$ cat src/rtl/jb_ul_dfe_car_pkt_framer.sv
// UL carrier packet framer: aligns an antenna-interleaved sample stream to antenna 0,
// packs PKT_GROUPS antenna groups per packet and buffers them in a commit/rollback FIFO.
module jb_ul_dfe_car_pkt_framer #(
  parameter int N_ANTENNAS = 4,
  parameter int PRECISION  = 16,
  parameter int USR_ID_BW  = $clog2(N_ANTENNAS),
  parameter int PKT_GROUPS = 2,
  parameter int FIFO_DEPTH = 16
) (
  input  logic                          clk_4x,
  input  logic                          reset_4x,
  input  logic                          enable,
  input  logic                          s_tvalid,
  input  logic [2*PRECISION-1:0]        s_tdata,
  input  logic [USR_ID_BW-1:0]          s_tuser,
  input  logic                          m_tready,
  output logic                          m_tvalid,
  output logic [2*PRECISION-1:0]        m_tdata,
  output logic [USR_ID_BW-1:0]          m_tuser,
  output logic                          m_tlast,
  output logic                          seq_err,
  output logic                          ovf,
  output logic [15:0]                   pkt_cnt,
  output logic [15:0]                   drop_cnt,
  output logic [$clog2(FIFO_DEPTH):0]   fifo_level
);

  localparam int PKT_BEATS = PKT_GROUPS * N_ANTENNAS;
  localparam int AW        = $clog2(FIFO_DEPTH);
  localparam int CW        = (PKT_BEATS > 1) ? $clog2(PKT_BEATS) : 1;
  localparam int EW        = 2*PRECISION + USR_ID_BW + 1;
  localparam logic [CW-1:0] LAST_BEAT = CW'(PKT_BEATS - 1);
  localparam logic [AW:0]   DEPTH     = (AW+1)'(FIFO_DEPTH);

  typedef enum logic [1:0] {IDLE, SYNC, ACTIVE, DROP} state_t;

  state_t         state;
  logic [AW:0]    wr_ptr, wr_commit, rd_ptr;
  logic [CW-1:0]  beat_cnt;
  logic [EW-1:0]  mem [FIFO_DEPTH];

  logic           has_space, id_ok, last_beat, wr_en, commit, rd_en;
  logic [AW:0]    used, commit_next, rd_next;

  // The expected antenna ID is the low bits of beat_cnt; beat_cnt is held at 0 in SYNC.
  always_comb begin
    used        = wr_ptr - rd_ptr;
    has_space   = (used != DEPTH);
    id_ok       = (s_tuser == beat_cnt[USR_ID_BW-1:0]);
    last_beat   = (beat_cnt == LAST_BEAT);
    wr_en       = enable && s_tvalid && id_ok && has_space &&
                  ((state == SYNC) || (state == ACTIVE));
    commit      = wr_en && last_beat;
    rd_en       = m_tvalid && m_tready;
    commit_next = commit ? (wr_ptr + 1'b1) : wr_commit;
    rd_next     = rd_en ? (rd_ptr + 1'b1) : rd_ptr;
  end

  assign m_tvalid = (rd_ptr != wr_commit);
  assign {m_tlast, m_tuser, m_tdata} = mem[rd_ptr[AW-1:0]];

  always_ff @(posedge clk_4x) begin
    if (wr_en) mem[wr_ptr[AW-1:0]] <= {last_beat, s_tuser, s_tdata};
  end

  always_ff @(posedge clk_4x) begin
    if (reset_4x) begin
      state      <= IDLE;
      wr_ptr     <= '0;
      wr_commit  <= '0;
      rd_ptr     <= '0;
      beat_cnt   <= '0;
      seq_err    <= 1'b0;
      ovf        <= 1'b0;
      pkt_cnt    <= '0;
      drop_cnt   <= '0;
      fifo_level <= '0;
    end else begin
      seq_err    <= 1'b0;
      ovf        <= 1'b0;
      rd_ptr     <= rd_next;
      fifo_level <= commit_next - rd_next;
      if (wr_en) wr_ptr <= wr_ptr + 1'b1;
      if (commit) begin
        wr_commit <= wr_ptr + 1'b1;
        pkt_cnt   <= pkt_cnt + 16'd1;
      end
      // Dropping enable abandons the open packet; rollback cases never coincide with wr_en.
      if (!enable) begin
        wr_ptr   <= wr_commit;
        beat_cnt <= '0;
        state    <= IDLE;
      end else begin
        case (state)
          IDLE: state <= SYNC;
          SYNC: begin
            if (s_tvalid && id_ok) begin
              beat_cnt <= CW'(1);
              if (has_space) begin
                state <= ACTIVE;
              end else begin
                ovf      <= 1'b1;
                drop_cnt <= drop_cnt + 16'd1;
                state    <= DROP;
              end
            end
          end
          ACTIVE: begin
            if (s_tvalid) begin
              if (!id_ok) begin
                seq_err  <= 1'b1;
                wr_ptr   <= wr_commit;
                beat_cnt <= '0;
                state    <= SYNC;
              end else begin
                beat_cnt <= last_beat ? '0 : beat_cnt + CW'(1);
                if (!has_space) begin
                  ovf      <= 1'b1;
                  drop_cnt <= drop_cnt + 16'd1;
                  wr_ptr   <= wr_commit;
                  if (!last_beat) state <= DROP;
                end
              end
            end
          end
          DROP: begin
            if (s_tvalid) begin
              beat_cnt <= last_beat ? '0 : beat_cnt + CW'(1);
              if (last_beat) state <= ACTIVE;
            end
          end
          default: state <= IDLE;
        endcase
      end
    end
  end

endmodule

$ cat config.mk
export PLATFORM = sky130hd
export DESIGN_NAME = jb_ul_dfe_car_pkt_framer
export DESIGN_NICKNAME = d
export VERILOG_FILES = /design/src/rtl/jb_ul_dfe_car_pkt_framer.sv
export SDC_FILE = /design/constraint.sdc
export NUM_CORES = 1
export LEC_CHECK = 0
export ABC_AREA = 0
export BUFFER_PORTS_ARGS = -buffer_cell sky130_fd_sc_hd__buf_2
export CORE_MARGIN = 2
export CORE_UTILIZATION = 50
export DETAILED_ROUTE_END_ITERATION = 8
export PLACE_DENSITY_LB_ADDON = 0.05
export SLEW_MARGIN = 20
export SYNTH_ARGS = -nofsm -noshare
export SYNTH_HDL_FRONTEND = slang
export SYNTH_SLANG_ARGS = --single-unit
export TNS_END_PERCENT = 50
$ cat constraint.sdc
create_clock -name clk_4x -period 5.32 [get_ports clk_4x]
set_input_delay 1.064 -clock clk_4x [delete_from_list [all_inputs] [get_ports clk_4x]]
set_output_delay 1.064 -clock clk_4x [all_outputs]
set_load 0.005 [all_outputs]
======== Word level (Yosys, flattened, before mapping) ========
Memories as Yosys holds them, arrays and structs flattened. A register that Yosys moved wholly into a read port is not among the register bits.
Cells that the tools add are included.
storage, ports and cells
  output and inout bits ................... 75
  input port bits ......................... 39
  bits in registers ....................... 59
  word-level logic and storage cells ...... 88
  memories kept ........................... 1
  RAM bits ................................ 560
operators by class
  add/subtract/negate cells ............... 7
  bitwise operators ....................... 3
  reductions and logical operators ........ 16
  eq/ne operators ......................... 14
  mux-type cells .......................... 37
memory list
  memory  depth  width  read ports  clocked after memory_dff  write ports  line  RTL
  mem     16     35     1           1                         1            40    logic [EW-1:0] mem [FIFO_DEPTH];
operator list
  kind                     number
  $mux W16                 4
  $mux W5                  8
  $add A16 B1 Y16 const B  2
  $pmux W16 S2             1
  $mux W3                  5
  $mux W2                  7
  $add A5 B1 Y5 const B    2
  $sub A5 B5 Y5            2
  $pmux W3 S3              1
  $mux W1                  8
  $ne A2 B2 Y1 const B     4
  $pmux W2 S4              1
  $logic_and A1 B1 Y1      7
  $ne A3 B3 Y1 const B     2
  $reduce_and A6 Y1        1
  $ne A5 B5 Y1             1
  $ne A5 B5 Y1 const B     1
  $reduce_and A5 Y1        1
  $eq A2 B2 Y1 const B     2
  $mux W4                  1
  $reduce_and A4 Y1        1
  $reduce_or A4 Y1         1
  $add A3 B1 Y3 const B    1
  $eq A3 B3 Y1 const B     1
  other kinds (10)         12

======== Depth between registers and ports, before layout ========
  depth after elaboration ................. 10
  mapped depth ............................ 18
  depth with buffers taken out ............ 14

======== Least setup slack after synthesis ========
Ideal clock, no wire load.
  kind .................................... register to register
  from .................................... reg rd_ptr[1]
  to ...................................... mem mem[3][0] (netlist bit), enable pin
  required time ........................... 4.849 ns
  cell stages (with the launch flop) ...... 12
  period minus slack after synthesis ...... 5.132 ns
  buffers on the path ..................... 4
  arrival time ............................ 4.661 ns
  setup time .............................. 0.471 ns
  path slack .............................. 0.188 ns
  cell sequence ........................... dfxtp_1 -> clkbuf_1 -> clkbuf_1 -> clkbuf_1 -> inv_1 -> ha_1 -> nand2b_1 -> nand3_1 -> a211o_1 -> clkbuf_1 -> nand2_1 -> nor3_1
on the way
  longest elaborated chain between the ends .. 6
ends and longest elaborated chain
  what                              line  RTL
  from (decl)                       38    logic [AW:0] wr_ptr, wr_commit, rd_ptr;
  from (signal assigned)            81    rd_ptr <= rd_next;
  $sub A5 B5 Y5                     47    used = wr_ptr - rd_ptr;
  $ne A5 B5 Y1                      48    has_space = (used != DEPTH);
  $logic_and A1 B1 Y1 (2 in a row)  51    wr_en = enable && s_tvalid && id_ok && has_space &&
  $mux W1                           63    if (wr_en) mem[wr_ptr[AW-1:0]] <= {last_beat, s_tuser, s_tdata};
  $mux W1 (implied by the code)     63
  to (decl)                         40
Every way passes these cells.

==> flow_summary.json <==
{
  "hp-start": "beat_cnt[2]$_SDFFE_PP0P_",
  "status": "complete, no violations",
  "multi_input_area_mm2": 0.00597,
  "first_pass_iters": 4,
  "worstPathMaxFanout": 63,
  "syn_nets": 1230,
  "r2r-start": "rd_ptr[1]$_SDFF_PP0_",
  "place_area_mm2": 0.0257,
  "yosysWarnings": 0,
  "syn_area_per_cell_um2": 20.6,
  "finalCritPeriodShare_pct": 80.4,
  "post_synth_num_cell_types": 50,
  "synth_edf_count": 560,
  "crit_family": "buffers and inverters",
  "layout-drive-gt1-share_pct": 32.1,
  "die_area_mm2": 0.0501,
  "ff_latch_area_mm2": 0.0180,
  "grt_max_degree": 64,
  "final_max_slew_viol_count": 0,
  "critical_path.cell_chain": "buf_4 -> mux4_2 -> mux4_2 -> buf_2",
  "grt_pass1_wl_um": 76900,
  "worst_path_most_repeated_cell": "mux4_2",
  "layout_common_cells": "560 x edfxtp_1, 175 x mux4_2, 113 x buf_2",
  "wire_per_inst_um": 25.8,
  "area_growth_syn_to_layout_pct": 15.7,
  "synth_cells": 1169,
  "peakVddDrop_mv": 0.198,
  "period_needed_ps": 4280,
  "diodes": 0,
  "rows": 80,
  "crit_path_end_kind": "output pin",
  "synth_ff_type": "edfxtp_1",
  "p_per_area_mw_per_mm2": 363,
  "ys_ff_latch": 619,
  "critPathLaunchType": "flip-flop",
  "clockBufferDepth": 3,
  "grt-ovfl-total": 0,
  "route.detailed.drc": 0,
  "gp_congestion": 0.791,
  "nFillCells": 3522,
  "hold_depth": 2,
  "drtAntennaViolNets": 0,
  "holdWs_ps": 478,
  "cts_setup_buffers": 0,
  "path_buf_inv": 2,
  "io_pins": 114,
  "slowest_delay_ps": 800,
  "worst_pin_slew_ps": 1020,
  "clock-root-buffer": "clkbuf_16",
  "port_buffers": 113,
  "clock_latency_ps": 580,
  "syn_area_mm2": 0.0241,
  "clk_pin_slew_ps": 60,
  "rsz0062_at_grt": "false",
  "htree_levels": 3,
  "cts_tree": "built",
  "cts_buffers": 67,
  "hold_class": "reg -> reg",
  "relSlewSlack_pct": 31.8,
  "design_area_mm2": 0.0279,
  "clock_skew_ps": 15.1,
  "layout_commonest_cell": "edfxtp_1",
  "slowest_stage": "buf_4",
  "crit_type": "reg -> out",
  "leakage_nw": 8.94,
  "fmax_ghz": 0.234,
  "first_global_vias": 12200,
  "num_vias": 11700,
  "rrSetupSlack_ps": 1500,
  "viasPerCell": 5.86,
  "antenna_found_initial": 2,
  "cts.sinks": 619,
  "drtIter0Drc": 1063,
  "tns_ps": 0,
  "die_w_um": 224,
  "nets": 1392,
  "crit_arrival_ps": 3210,
  "r2r_cells": 16,
  "cap_violations": 0,
  "hold_viol_final": 0,
  "setup_viol": 0,
  "core_area_mm2": 0.0477,
  "synthArstFlopShare_pct": 0,
  "min_to": "beat_cnt[2]$_SDFFE_PP0P_",
  "drt_wl_total_um": 51500,
  "worst_r2r_endpoint": "fifo_level[4]$_SDFF_PP0_",
  "power.total_mw": 10.1,
  "grt_usage_pct": 21.2,
  "initial_core_util_pct": 50.6,
  "cts_resized": 0,
  "die_h_um": 224,
  "postCtsHoldBufs": 0,
  "dp_hpwl_um": 27100,
  "ys_seq_area_share_pct": 74.6,
  "worstPathRequired_ps": 4260,
  "utilization_pct": 58.5
}
-- tightest hold or removal path, stage by stage (launching register included) --
cell	delay, ps
dfxtp_1	310
nand2b_1	70
a21oi_1	50
-- cell type report --
class                      count  area share [%]
clock buffer                  82            6.51
clock inverter                38            1.46
inverter                      16           0.220
multi-input combinational    480            21.4
sequential                   619            64.5
tap                          615            2.76
timing repair buffer         147            3.16
-- per-stage QoR --
stage / instances / worst slack [ps]
finish: 1997 / 1040
global route: 1997 / 866
CTS: 1997 / 926
detailed placement: 1877 / 1240
global placement: 1877 / 1320
floorplan: 1169 / 188
-- how the worst max path moves through the flow --
stage                                     from                       end  slack (ps)  cells after the start
after global routing      rd_ptr[1]$_SDFF_PP0_                m_tdata[0]         870                      4
after CTS                 rd_ptr[1]$_SDFF_PP0_                m_tdata[0]         930                      4
final                     rd_ptr[1]$_SDFF_PP0_                m_tdata[0]        1040                      4
after detailed placement            s_tuser[1]  fifo_level[4]$_SDFF_PP0_        1240                     13
after floorplan           rd_ptr[1]$_SDFF_PP0_       mem[3][0]$_DFFE_PP_         190                     11
after global placement              s_tuser[1]  fifo_level[4]$_SDFF_PP0_        1320                     13
-- cells in the mapped netlist, types with 2 or more instances --
master	n	area share, %
ha_1	21	1.1
nand4_1	13	0.34
o21ai_0	20	0.41
edfxtp_1	560	70
a21oi_1	34	0.70
a211o_1	2	0.073
buf_2	5	0.10
dfxtp_1	59	4.9
nand3_1	16	0.33
mux4_2	175	16
xnor2_1	15	0.54
xor2_1	20	0.73
nand2b_1	8	0.21
nor4_1	4	0.10
and4_1	3	0.11
or3_1	16	0.41
a21o_1	3	0.093
a211oi_1	8	0.25
nor3_1	12	0.25
and2_1	4	0.10
buf_1	12	0.19
nor2b_1	4	0.10
nand2_1	25	0.39
a31o_2	2	0.073
clkbuf_1	36	0.56
inv_1	15	0.23
nand3b_1	2	0.062
a31oi_1	2	0.052
or4_1	2	0.062
nor2_1	51	0.79
-- routing by layer --
metal  vias to the layer above  track usage (%)  wire length, µm
li1                       5169                -                -
met1                      6171             29.8            22700
met2                       273             34.2            25000
met3                        91             3.92             2450
met4                         4             6.80             1290
met5                         -                0               23
-- kinds of logic after synthesis --
group	Yosys count	synth area share, %
adder cells (fa/ha/maj)	22	1.17
XOR/XNOR	35	1.27
AND/OR/NAND/NOR	165	3.46
flip-flops	619	74.6
buffers and inverters	70	1.12
multiplexers	177	16.4
AO/OA/AOI/OAI	81	2.00
-- flip-flops by register name (all words and copies together) (netlist names) --
register / count
seq_err: 1
rd_ptr: 5
mem: 560
pkt_cnt: 16
beat_cnt: 3
wr_commit: 5
drop_cnt: 16
state: 2
ovf: 1
fifo_level: 5
wr_ptr: 5
-- where the power goes --
part	total (mW)	switching, mW	leakage, nW	internal [mW]
logic	0.142	0.106	2.30	0.0365
registers	5.31	0.0109	5.55	5.30
clock network	4.69	1.82	1.09	2.86
No activity file was read; power rests on OpenSTA's default activity.
